File: src/rtl/pipe_stage_elastic.sv
// rtl/pipe_stage_elastic.sv - elastic pipeline stage register with 2-entry skid buffer and flush
// Optional perf counters (stall_cnt_o, flush_cnt_o) built only when PIPE_STAGE_PERF_EN is defined.
module pipe_stage_elastic #(
  parameter int DATA_W = 16,
  parameter int CTRL_W = 4,
  parameter int CNT_W  = 16
) (
  input  logic              clk_i,
  input  logic              rst_ni,
  input  logic              flush_i,
  input  logic              in_valid_i,
  output logic              in_ready_o,
  input  logic [DATA_W-1:0] in_data_i,
  input  logic [CTRL_W-1:0] in_ctrl_i,
  output logic              out_valid_o,
  input  logic              out_ready_i,
  output logic [DATA_W-1:0] out_data_o,
  output logic [CTRL_W-1:0] out_ctrl_o
`ifdef PIPE_STAGE_PERF_EN
  ,
  output logic [CNT_W-1:0]  stall_cnt_o,
  output logic [CNT_W-1:0]  flush_cnt_o
`endif
);

  typedef enum logic [1:0] {
    S_EMPTY = 2'd0,
    S_BUSY  = 2'd1,
    S_FULL  = 2'd2
  } state_e;

  state_e              state_q, state_d;
  logic                out_valid_q, out_valid_d;
  logic                in_ready_q, in_ready_d;
  logic [DATA_W-1:0]   main_data_q, main_data_d;
  logic [CTRL_W-1:0]   main_ctrl_q, main_ctrl_d;
  logic [DATA_W-1:0]   skid_data_q, skid_data_d;
  logic [CTRL_W-1:0]   skid_ctrl_q, skid_ctrl_d;

  logic in_fire;
  logic out_fire;

  // Both fire terms come from registered handshake flags, so out_ready_i never reaches in_ready_o.
  assign in_fire  = in_valid_i & in_ready_q;
  assign out_fire = out_valid_q & out_ready_i;

  always_comb begin
    state_d     = state_q;
    main_data_d = main_data_q;
    main_ctrl_d = main_ctrl_q;
    skid_data_d = skid_data_q;
    skid_ctrl_d = skid_ctrl_q;

    if (flush_i) begin
      state_d = S_EMPTY;
    end else begin
      unique case (state_q)
        S_EMPTY: begin
          if (in_fire) begin
            state_d     = S_BUSY;
            main_data_d = in_data_i;
            main_ctrl_d = in_ctrl_i;
          end
        end
        S_BUSY: begin
          if (in_fire && !out_fire) begin
            state_d     = S_FULL;
            skid_data_d = in_data_i;
            skid_ctrl_d = in_ctrl_i;
          end else if (in_fire && out_fire) begin
            main_data_d = in_data_i;
            main_ctrl_d = in_ctrl_i;
          end else if (out_fire) begin
            state_d = S_EMPTY;
          end
        end
        S_FULL: begin
          if (out_fire) begin
            state_d     = S_BUSY;
            main_data_d = skid_data_q;
            main_ctrl_d = skid_ctrl_q;
          end
        end
        default: state_d = S_EMPTY;
      endcase
    end

    out_valid_d = (state_d != S_EMPTY);
    in_ready_d  = (state_d != S_FULL);
  end

  always_ff @(posedge clk_i or negedge rst_ni) begin
    if (!rst_ni) begin
      state_q     <= S_EMPTY;
      out_valid_q <= 1'b0;
      in_ready_q  <= 1'b1;
      main_data_q <= '0;
      main_ctrl_q <= '0;
      skid_data_q <= '0;
      skid_ctrl_q <= '0;
    end else begin
      state_q     <= state_d;
      out_valid_q <= out_valid_d;
      in_ready_q  <= in_ready_d;
      main_data_q <= main_data_d;
      main_ctrl_q <= main_ctrl_d;
      skid_data_q <= skid_data_d;
      skid_ctrl_q <= skid_ctrl_d;
    end
  end

  assign in_ready_o  = in_ready_q;
  assign out_valid_o = out_valid_q;
  assign out_data_o  = main_data_q;
  assign out_ctrl_o  = out_valid_q ? main_ctrl_q : '0;

`ifdef PIPE_STAGE_PERF_EN
  logic [CNT_W-1:0] stall_cnt_q;
  logic [CNT_W-1:0] flush_cnt_q;
  logic             stall_evt;
  logic             flush_drop_evt;

  // A flush drops something unless the only held entry leaves downstream in the same cycle.
  assign stall_evt      = out_valid_q & ~out_ready_i;
  assign flush_drop_evt = flush_i & ((state_q == S_FULL) | ((state_q == S_BUSY) & ~out_fire));

  always_ff @(posedge clk_i or negedge rst_ni) begin
    if (!rst_ni) begin
      stall_cnt_q <= '0;
      flush_cnt_q <= '0;
    end else begin
      if (stall_evt && (stall_cnt_q != {CNT_W{1'b1}})) begin
        stall_cnt_q <= stall_cnt_q + 1'b1;
      end
      if (flush_drop_evt && (flush_cnt_q != {CNT_W{1'b1}})) begin
        flush_cnt_q <= flush_cnt_q + 1'b1;
      end
    end
  end

  assign stall_cnt_o = stall_cnt_q;
  assign flush_cnt_o = flush_cnt_q;
`else
  logic [CNT_W-1:0] unused_cnt_w;
  assign unused_cnt_w = '0;
`endif

endmodule
File: config.mk
export PLATFORM = sky130hd
export DESIGN_NAME = pipe_stage_elastic
export DESIGN_NICKNAME = d
export VERILOG_FILES = /design/src/rtl/pipe_stage_elastic.sv
export SDC_FILE = /design/constraint.sdc
export NUM_CORES = 1
export LEC_CHECK = 0
export CAP_MARGIN = 40
export CORE_AREA = 4 4 53 91
export CTS_BUF_LIST = sky130_fd_sc_hd__clkbuf_8
export DETAILED_ROUTE_END_ITERATION = 8
export DIE_AREA = 0 0 57 95
export PLACE_DENSITY_LB_ADDON = 0.05
export SLEW_MARGIN = 10
export SYNTH_ARGS = -nofsm -noshare
export SYNTH_HDL_FRONTEND = slang
export SYNTH_SLANG_ARGS = --single-unit
File: constraint.sdc
create_clock -name clk_i -period 3.32 [get_ports clk_i]
set_input_delay 0.664 -clock clk_i [delete_from_list [all_inputs] [get_ports clk_i]]
set_output_delay 0.664 -clock clk_i [all_outputs]
set_load 0.05 [all_outputs]
==> impl_metrics.toml <==
[timing]
fin_setup_tns_ns = 0
setup_viol = 0
finalMaxSlewViolations = 0
worstMarginPinSlew_ns = 0.578
hold_violations = 0
skew_ns = 0.00433
layout_min_cycle_time_ns = 2.45
rsz0062_at_grt = "false"
fmax_mhz = 409
relSlewSlack = 0.613
fin_crit_sh = 0.737

[floorplan]
fp-row-count = 31
die_h_um = 95
core_area_mm2 = 0.00411
dieArea_mm2 = 0.00542
start_util = 0.483
ios = 47
fp.dieW_um = 57

[min_path]
hp-class = "in -> async"

[power]
pwr-share-clk = 0.175
power_per_cell_area_mw_per_mm2 = 732
switching_share = 0.354
p_sw_uw = 669
p_leak_nw = 1.08
combPwrFrac = 0.388
p_int_mw = 1.22
p_seq_frac = 0.437
ir_worst_vdd_mv = 0.573
power.total_mw = 1.89

[synthesis]
ys_seq_area_frac = 0.555
synth_cells = 133
syn_nets = 158
synth_cell_types = 21
synth_warnings = 0
synth-async-reset-ratio = 1.00
synth_edf_count = 0
postSynthAreaPerCell_um2 = 14.9
syn-cell-area_mm2 = 0.00199
synthFlopType = "dfrtp_1"
synth-seq-cells = 44

[routing]
firstDrtPassIters = 4
antenna_left = 0
drc = 0
routed_wl_um = 3920
vias = 1234
drt_iter0_markers = 30
vias_per_cell = 5.27
wire_per_inst_um = 16.7

[cells_and_area]
stdcell_count = 234
synthToLayoutAreaGrowth_pct = 30.3
final_nets = 209
drive_above_1_share = 0.400
antennaDiodeCount = 0

[setup_path]
required_ns = 2.66
critPathLaunch = "out_valid_o"
endpoint_kind = "output pin"
start_kind = "register"
path_max_fanout = 9
cp.arrival_ns = 1.78
r2r_start = "state_q[1]"
crit_type = "reg -> out"

[clock_tree]
cts_buffers = 5
post_cts_buffers = 0
cts.reportedPaths.clkPinSlew_ns = 0.08
clock_latency_ns = 0.28
htree_levels = 2
cts_sinks = 44
clk_path_buf_depth = 2
cts_tree = "yes"
cts-root-buf = "clkbuf_8"
cts_hold_buf = 0
post_cts_resize_count = 0

[placed_design]
io_buffers = 46
gp_congestion = 0.747
dpl.cell_count = 226

[grt]
grt_pass1_wl_um = 6660
gr-total-overflow = 0
track_usage = 0.159
grt_max_degree = 32
antenna_found_initial = 0
grt_pass1_vias = 1426

[job]
maxCapViolations = 0

[outcome]
outcome = "finished clean"
final timing paths:
kind | slack [ns] | endpoint | cells after the start
max | 0.87 | out_ctrl_o[1] | 2
min | 0.27 | state_q[0] | 1
max reg2reg | 1.28 | out_data_o[4] | 4
min reg2reg | 0.50 | out_data_o[4] | 1
max in group asynchronous | 2.58 | skid_data_q[1] | 2
min in group clk_i | 0.50 | out_data_o[4] | 1
cell usage in the layout, fill, tap and decap left out, drive strengths merged:
master,n
and4b,1
clkdlybuf4s50,45
nor3,1
o21ai,2
nor4bb,1
and2,5
o21bai,1
nor2b,1
buf,5
dfrtp,43
mux2,60
clkbuf,6
a211oi,1
inv,4
nand2,2
a21boi,1
dfstp,1
nand3b,1
a21oi,2
nand3,1
nand4b,1
through the flow:
stage | hold slack (ns) | utilization | worst slack, ns | area (um^2)
final | 0.271 | 0.629 | 0.874 | 2590
after global routing | 0.275 | 0.629 | 0.803 | 2590
after CTS | 0.268 | 0.629 | 0.854 | 2590
after detailed placement | 0.482 | 0.607 | 0.764 | 2500
after global placement | 0.474 | 0.603 | 0.859 | 2480
after floorplan | 0.368 | - | 1.44 | 1990
layer usage:
layer,vias up,part of all wire,global-route usage
li1,578,-,-
met1,621,0.39,0.166
met2,31,0.55,0.289
met3,4,0.043,0.0451
met4,0,0.012,0.0677
met5,-,0,0
cells in the mapped netlist, drive strengths merged (2+ instances only):
cell type	instances	area share
a21oi	2	0.0050
and2	5	0.016
buf	6	0.028
dfrtp	43	0.54
inv	2	0.0038
mux2	60	0.34
nand2	2	0.0038
o21ai	2	0.0050
sequential cells by signal, summed over array words and instances, names as in the netlist:
| name | flops |
|---|---|
| state_q | 2 |
| main_ctrl_q | 4 |
| out_data_o | 16 |
| skid_data_q | 16 |
| in_ready_o | 1 |
| skid_ctrl_q | 4 |
| out_valid_o | 1 |
kinds of logic after synthesis:
group                  Yosys count  share of synthesized area
AO/OA/AOI/OAI                    7                     0.0258
AND/OR/NAND/NOR                 14                     0.0473
flip-flops                      44                      0.555
multiplexers                    60                      0.340
buffers and inverters            8                     0.0315
area by class of cell:
cell class / instances / area (um^2)
fillers: 361 / 1520
flip-flops and latches: 44 / 1100
multi-input cells: 81 / 828
repair buffers: 50 / 498
clock buffers: 6 / 82.6
well taps: 49 / 61.3
clock inverters: 2 / 7.51
inverters: 2 / 7.51
power by group through the flow:
stage / clock network, mW / registers (mW) / logic (mW)
after CTS: 0.344 / 0.830 / 0.745
after global routing: 0.369 / 0.853 / 0.777
after global placement: 0 / 0.823 / 0.722
after floorplan: 0 / 1.05 / 0.267
after detailed placement: 0 / 0.840 / 0.743
final: 0.331 / 0.828 / 0.734
worst max-delay path, stage by stage (launching register included):
cell	delay, ns
dfrtp_1	0.52
and2_1	0.18
clkdlybuf4s50_1	0.80
Note: power is estimated with default switching activity, not from simulation.
